[src/rtl/imm_extend_pkg.sv]
// Purpose: shared immediate-extension mode encodings and stage storage states.
//   imm_mode_t       : 2-bit extension mode as driven by decode
//   IMM_SIGN/ZERO/UPPER/BRANCH : mode encodings
//   stage_state_e    : output-reg/skid occupancy (bit0 = out valid, bit1 = skid valid)
package imm_extend_pkg;

   typedef logic [1:0] imm_mode_t;

   localparam imm_mode_t IMM_SIGN   = 2'b00;
   localparam imm_mode_t IMM_ZERO   = 2'b01;
   localparam imm_mode_t IMM_UPPER  = 2'b10;
   localparam imm_mode_t IMM_BRANCH = 2'b11;

   // Encoded so the valid flags are direct register bits
   typedef enum logic [1:0] {
      ST_EMPTY = 2'b00,
      ST_ONE   = 2'b01,
      ST_FULL  = 2'b11
   } stage_state_e;

endpackage

[src/rtl/imm_extend_core.sv]
// Purpose: combinational widening of an IN_W-bit immediate to OUT_W bits.
// Ports:
//   i_imm     in  IN_W   raw immediate
//   i_mode    in  2      extension mode (SIGN/ZERO/UPPER/BRANCH)
//   o_value_c out  OUT_W  extended value (combinational)
module imm_extend_core
   import imm_extend_pkg::*;
#(
   parameter int unsigned IN_W  = 16,
   parameter int unsigned OUT_W = 32
) (
   input  logic [IN_W-1:0]  i_imm,
   input  imm_mode_t        i_mode,
   output logic [OUT_W-1:0] o_value_c
);

   localparam int unsigned PAD_W = OUT_W - IN_W;

   // Upper placement needs room for the immediate plus IN_W zero bits
   if (OUT_W < 2 * IN_W) begin : g_bad_width
      $error("imm_extend_core: OUT_W must be >= 2*IN_W");
   end

   logic [OUT_W-1:0] w_sext;

   assign w_sext = {{PAD_W{i_imm[IN_W-1]}}, i_imm};

   // Mode select; branch drops the top two bits of the sign-extended value
   always_comb begin
      o_value_c = w_sext;
      case (i_mode)
         IMM_SIGN:   o_value_c = w_sext;
         IMM_ZERO:   o_value_c = OUT_W'(i_imm);
         IMM_UPPER:  o_value_c = OUT_W'({i_imm, {IN_W{1'b0}}});
         IMM_BRANCH: o_value_c = w_sext << 2;
         default:    o_value_c = w_sext;
      endcase
   end

endmodule

[src/rtl/imm_extend_stage.sv]
// Purpose: registered immediate-extension stage between decode and execute,
//   valid/ready handshake with a 2-entry (output reg + skid) buffer.
// Optional: define IMM_EXT_PERF_EN to add the perf_stall_cnt output.
// Ports:
//   clk, rst_n           clock, async active-low reset
//   flush                synchronous flush, drops all held and incoming values
//   in_valid/in_ready    input handshake (in_ready registered)
//   in_imm/in_mode/in_tag  immediate, extension mode, sideband tag
//   out_valid/out_ready  output handshake
//   out_data/out_tag     extended value and its tag
//   perf_stall_cnt       (IMM_EXT_PERF_EN) saturating count of stalled output cycles
module imm_extend_stage
   import imm_extend_pkg::*;
#(
   parameter int unsigned IN_W  = 16,
   parameter int unsigned OUT_W = 32,
   parameter int unsigned TAG_W = 5
) (
   input  logic             clk,
   input  logic             rst_n,
   input  logic             flush,
   input  logic             in_valid,
   output logic             in_ready,
   input  logic [IN_W-1:0]  in_imm,
   input  imm_mode_t        in_mode,
   input  logic [TAG_W-1:0] in_tag,
   output logic             out_valid,
   input  logic             out_ready,
   output logic [OUT_W-1:0] out_data,
   output logic [TAG_W-1:0] out_tag
`ifdef IMM_EXT_PERF_EN
   ,
   output logic [31:0]      perf_stall_cnt
`endif
);

   stage_state_e     r_state;
   stage_state_e     w_state_nxt;
   logic             r_in_ready;
   logic [OUT_W-1:0] r_out_data;
   logic [TAG_W-1:0] r_out_tag;
   logic [OUT_W-1:0] r_skid_data;
   logic [TAG_W-1:0] r_skid_tag;
   logic [OUT_W-1:0] w_ext;
   logic             w_accept;
   logic             w_load_out_new;
   logic             w_load_out_skid;
   logic             w_load_skid;

   imm_extend_core #(
      .IN_W  (IN_W),
      .OUT_W (OUT_W)
   ) u_core (
      .i_imm     (in_imm),
      .i_mode    (in_mode),
      .o_value_c (w_ext)
   );

   assign w_accept  = in_valid & r_in_ready;
   assign in_ready  = r_in_ready;
   assign out_valid = r_state[0];
   assign out_data  = r_out_data;
   assign out_tag   = r_out_tag;

   // Occupancy next-state and register load enables; flush overrides everything
   always_comb begin
      w_state_nxt     = r_state;
      w_load_out_new  = 1'b0;
      w_load_out_skid = 1'b0;
      w_load_skid     = 1'b0;
      if (flush) begin
         w_state_nxt = ST_EMPTY;
      end else begin
         case (r_state)
            ST_EMPTY: begin
               if (w_accept) begin
                  w_state_nxt    = ST_ONE;
                  w_load_out_new = 1'b1;
               end
            end
            ST_ONE: begin
               if (w_accept && out_ready) begin
                  w_load_out_new = 1'b1;
               end else if (w_accept) begin
                  w_state_nxt = ST_FULL;
                  w_load_skid = 1'b1;
               end else if (out_ready) begin
                  w_state_nxt = ST_EMPTY;
               end
            end
            ST_FULL: begin
               if (out_ready) begin
                  w_state_nxt     = ST_ONE;
                  w_load_out_skid = 1'b1;
               end
            end
            default: w_state_nxt = ST_EMPTY;
         endcase
      end
   end

   // State register; in_ready is registered as "skid will be empty"
   always_ff @(posedge clk or negedge rst_n) begin
      if (!rst_n) begin
         r_state    <= ST_EMPTY;
         r_in_ready <= 1'b1;
      end else begin
         r_state    <= w_state_nxt;
         r_in_ready <= (w_state_nxt != ST_FULL);
      end
   end

   // Data path registers; contents are left alone on flush
   always_ff @(posedge clk or negedge rst_n) begin
      if (!rst_n) begin
         r_out_data  <= '0;
         r_out_tag   <= '0;
         r_skid_data <= '0;
         r_skid_tag  <= '0;
      end else begin
         if (w_load_out_new) begin
            r_out_data <= w_ext;
            r_out_tag  <= in_tag;
         end else if (w_load_out_skid) begin
            r_out_data <= r_skid_data;
            r_out_tag  <= r_skid_tag;
         end
         if (w_load_skid) begin
            r_skid_data <= w_ext;
            r_skid_tag  <= in_tag;
         end
      end
   end

`ifdef IMM_EXT_PERF_EN
   logic [31:0] r_stall_cnt;

   // Saturating stall counter, cleared only by reset
   always_ff @(posedge clk or negedge rst_n) begin
      if (!rst_n) begin
         r_stall_cnt <= '0;
      end else if (out_valid && !out_ready && (r_stall_cnt != 32'hFFFF_FFFF)) begin
         r_stall_cnt <= r_stall_cnt + 32'd1;
      end
   end

   assign perf_stall_cnt = r_stall_cnt;
`endif

endmodule

[config.mk]
export PLATFORM = sky130hd
export DESIGN_NAME = imm_extend_stage
export DESIGN_NICKNAME = d
export VERILOG_FILES = /design/src/rtl/imm_extend_pkg.sv /design/src/rtl/imm_extend_core.sv /design/src/rtl/imm_extend_stage.sv
export SDC_FILE = /design/constraint.sdc
export NUM_CORES = 1
export LEC_CHECK = 0
export BUFFER_PORTS_ARGS = -buffer_cell sky130_fd_sc_hd__buf_2
export CORE_MARGIN = 3
export CORE_UTILIZATION = 60
export DETAILED_ROUTE_END_ITERATION = 8
export PLACE_DENSITY = 0.85
export REMOVE_ABC_BUFFERS = 1
export SLEW_MARGIN = 30
export SYNTH_ARGS = -nofsm -noshare
export SYNTH_HDL_FRONTEND = slang
export SYNTH_SLANG_ARGS = --single-unit
export TNS_END_PERCENT = 50
[constraint.sdc]
create_clock -name clk -period 4.15 [get_ports clk]
set_input_delay 1.245 -clock clk [delete_from_list [all_inputs] [get_ports clk]]
set_output_delay 1.245 -clock clk [all_outputs]
set_load 0.02 [all_outputs]
# ---- After elaboration in Yosys (flattened, before gate mapping)
# Index checks and enable logic that the tools add are counted.
# Widths: inputs -> output; s select.
dict set report word_totals {
  regBits 77
}
dict set report classes {
  eq_ne 6
  mux 22
  n_bitwise 1
  reduce_logical 4
}
# cell count
set ops {}
lappend ops {{$pmux 32 s4} 1}
lappend ops {{$mux 32} 2}
lappend ops {{$mux 2} 6}
lappend ops {{$mux 5} 2}
lappend ops {{$mux 1} 9}
lappend ops {{$eq 2x2->1 const B} 3}
lappend ops {{$pmux 2 s3} 1}
lappend ops {{$eq 2x1->1 const B} 2}
lappend ops {{$logic_not 2->1} 2}
lappend ops {{$ne 2x2->1 const B} 1}
lappend ops {{$pmux 1 s2} 1}
lappend ops {{$reduce_bool 2->1} 1}
lappend ops {{$and 1x1->1} 1}
lappend ops {{$logic_and 1x1->1} 1}

# ---- Depth between registers and ports, before layout
dict set report logic_depth {
  ltp_word 6
  ltp_mapped 6
  ltp_nobuf 3
}

# ---- Modules after synthesis
# From an unflattened synthesis, not the netlist that was laid out.
dict set report unflattened {
  hier_cells 276
  hier_area_um2 3662.3
}
# module instances cells_per_inst area_each_um2
set modules_own_cells {}
lappend modules_own_cells {imm_extend_stage 1 216 3150.5}
lappend modules_own_cells {imm_extend_core 1 60 511.7}

# ---- Worst setup path after synthesis
# Ideal clock, no wire load.
dict set report synth_path {
  kind {input-to-reg}
  startpoint {input flush}
  endpoint {register r_skid_data[10]}
  setup_time_ps 125
  arrival_ps 2288
  slack_ps 1736
  cell_stages 5
  cell_sequence {buf_4 -> nor3b_4 -> nand2_4 -> buf_6 -> mux2_4}
}
dict set report synth_between {
  elab_chain_cells 1
}
# element line_no
set synth_rtl {}
lappend synth_rtl {{from (decl)} imm_extend_stage.sv:21} ;# input logic flush,
lappend synth_rtl {{$mux 1} imm_extend_stage.sv:71} ;# if (flush) begin
lappend synth_rtl {{to (signal assigned)} imm_extend_stage.sv:129} ;# r_skid_data <= w_ext;
lappend synth_rtl {{to (decl)} imm_extend_stage.sv:42} ;# logic [OUT_W-1:0] r_skid_data;
# Every way passes these cells.
# A chain may end at the register's enable or synchronous reset.

# ---- Worst setup path in the final report
dict set report layout_path {
  startpoint {input in_mode[1]}
  endpoint {register r_skid_data[4]}
}
dict set report layout_between {
  elab_chain_cells 2
  word_cells_on_any_way 5
}
# element line_no
set layout_rtl {}
lappend layout_rtl {{from (decl)} imm_extend_stage.sv:25} ;# input imm_mode_t in_mode,
lappend layout_rtl {{$eq 2x2->1 (tied with other cells)} imm_extend_core.sv:31} ;# case (i_mode)
lappend layout_rtl {{$pmux 32 s4 *} imm_extend_core.sv:31}
# Mark *: on every way between the ends. The rest lies on a longest branch, timed or not.

==> results.json <==
{
  "outcome": "complete, no violations",
  "postCtsSetupBuffers": 0,
  "slew_viol_final": 0,
  "whs_path_depth": 2,
  "critPathBufInv": 1,
  "postCtsResizedCells": 0,
  "die_area_um2": 7189,
  "final-setup-viol-count": 0,
  "p_total_mw": 2.137,
  "worstRegToRegCells": 3,
  "drive_gt1_frac": 0.3496,
  "syn2layout_area_growth_pct": 14.61,
  "hpwl_um": 5107,
  "holdPathEnd": "out_data[3]$_DFFE_PN0P_",
  "finalClockSkew_ps": 11.22,
  "leakage_nw": 2.191,
  "ys_warn_count": 0,
  "clk_pin_slew_ps": 70,
  "io_pins": 67,
  "final_cell_mix": "76 x dfrtp_1, 65 x buf_2, 33 x and2_1",
  "hold_start": "r_skid_data[3]$_DFFE_PN0P_",
  "maxCapViolCount": 0,
  "layout_commonest_cell": "dfrtp_1",
  "clock_latency_ps": 350,
  "synth-edff-count": 0,
  "fin_hold_ws_ps": 496.9,
  "reg2reg_from": "in_ready$_DFF_PN1_",
  "fmax_ghz": 0.3992,
  "drt-wirelength-per-cell_um": 20.02,
  "worstPathArrival_ps": 2770,
  "design.core.area_um2": 5956,
  "critPathLaunchType": "input port",
  "via_per_inst": 6.316,
  "pwr-share-clk": 0.319,
  "drtIter0Drc": 250,
  "dp_cells": 409,
  "first_pass_iters": 4,
  "grt_pass1_wl_um": 14350,
  "htreeDepth": 3,
  "ys_types": 33,
  "cts_tree": "yes",
  "synth_cells": 289,
  "post-route-drc-count": 0,
  "fin_crit_ps": 2505,
  "worst_setup_path_end_kind": "flip-flop",
  "syn_area_per_cell_um2": 12.89,
  "r2r_setup_slack_ps": 2220,
  "pwr-share-comb": 0.217,
  "critical-path-top-delay-family": "simple AND/OR/NAND/NOR gates",
  "p_switching_mw": 0.6035,
  "p_int_mw": 1.534,
  "routed_wl_um": 8490,
  "antenna_found_initial": 0,
  "rsz0062_at_grt": "false",
  "crit_type": "input port to flip-flop",
  "critPathMaxStageDelay_ps": 600,
  "ys_ff_latch": 77,
  "port_buffers": 66,
  "fin_cells": 424,
  "nNetsFinal": 373,
  "ys_seq_area_frac": 0.5176,
  "die_w_um": 84.79,
  "cp_max_fo": 19,
  "cts_hold_buffers": 0,
  "antennaDiodeCount": 0,
  "clockBufferDepth": 2,
  "syn-cell-area_um2": 3725,
  "vdd_drop_max_v": 0.0002529,
  "clock_sinks": 77,
  "yosys_most_used_dff": "dfrtp_1",
  "final_util": 0.7168,
  "switching_share": 0.2824,
  "hold_violations": 0,
  "gr-total-overflow": 0,
  "cp_slowest_cell": "and2_1",
  "async_flop_share": 1.000,
  "timing.setup.tns_ps": 0,
  "tightest_slew_ps": 716.2,
  "start_util": 0.6254,
  "seqPwrFrac": 0.464,
  "track_usage": 0.2538,
  "power.density_nw_per_um2": 500.6,
  "clk_root_buffer_cell": "clkbuf_8",
  "fin_crit_sh": 0.6036,
  "hp-class": "flip-flop to flip-flop",
  "grt_pass1_vias": 2723,
  "place_congestion": 0.7547,
  "numCtsBuffers": 9,
  "slew-limit-headroom": 0.5185,
  "timing.rr.end": "r_skid_data[28]$_DFFE_PN0P_",
  "fp-row-count": 28,
  "path_cells": "buf_2, and2_1, a22oi_1, a31oi_1",
  "vias": 2678,
  "fp.dieH_um": 84.79,
  "ant_nets": 0,
  "grt_max_degree": 78,
  "required_ps": 4410
}
metrics by stage:
step | area, µm² | worst slack [ps]
final | 4269 | 1645
after global routing | 4269 | 1556
after CTS | 4265 | 1702
after detailed placement | 4030 | 1342
after global placement | 4030 | 1377
after floorplan | 3575 | 1459
synthesized netlist by cell type, types with 2 or more instances:
cell type,number,share of area
clkbuf_1,10,0.010
a22o_1,11,0.026
buf_4,2,0.0040
a221o_1,32,0.086
o21ai_0,17,0.023
and2_1,33,0.055
dfrtp_1,76,0.51
inv_1,9,0.0091
buf_2,6,0.0081
mux2_2,4,0.012
a22oi_1,3,0.0060
nand2_1,7,0.0071
o221ai_1,5,0.012
buf_6,6,0.018
nand3_1,2,0.0027
mux2i_1,17,0.046
a31oi_1,3,0.0050
a21oi_1,4,0.0054
mux2_4,28,0.11
flip-flops by register name (all words and copies together) (netlist names):
name         flops
r_skid_tag       5
r_state          2
out_tag          5
r_skid_data     32
out_data        32
in_ready         1
cell families after synthesis:
| group | synth area share |
|---|---|
| compound gates | 0.1693 |
| flops | 0.5176 |
| simple gates | 0.09204 |
| mux | 0.1706 |
| buf+inv | 0.05038 |
area by class of cell:
type                    count  area, µm²
repair buffers             69      359.1
clock buffers               9      123.9
well taps                  75      93.84
fillers                   406       1687
multi-input cells         178       1615
flip-flops and latches     77       1928
inverters                  10      37.54
clock inverters             6      111.4
worst max path at each step:
stage	cells after the start	slack, ps	from	to
finish	4	1640	in_mode[1]	r_skid_data[4]$_DFFE_PN0P_
global route	4	1560	in_mode[1]	out_data[2]$_DFFE_PN0P_
CTS	4	1700	flush	r_skid_data[28]$_DFFE_PN0P_
detailed placement	4	1340	flush	r_skid_data[5]$_DFFE_PN0P_
global placement	4	1380	in_mode[1]	r_skid_data[25]$_DFFE_PN0P_
floorplan	3	1460	in_valid	out_tag[0]$_DFFE_PN0P_
worst reg2reg max path, delay by kind of cell (launching register included):
family / cells / cell delay, ps
flops: 1 / 560
simple gates: 2 / 790
mux: 1 / 460
routing by layer:
layer / vias up / wire [µm] / share of wire / track usage
li1: 1193 / - / - / -
met1: 1362 / 3802 / 0.45 / 0.3782
met2: 108 / 4025 / 0.47 / 0.3794
met3: 15 / 519 / 0.061 / 0.04612
met4: 0 / 142 / 0.017 / 0.08058
met5: - / 0 / 0 / 0
power groups by stage:
stage / combinational [mW] / clock, mW / sequential (mW)
floorplan: 0.235 / 0 / 1.06
global placement: 0.448 / 0 / 0.997
detailed placement: 0.464 / 0 / 1.00
CTS: 0.468 / 0.687 / 0.990
global route: 0.502 / 0.718 / 1.01
finish: 0.464 / 0.681 / 0.992
(Power assumes the default switching activity.)
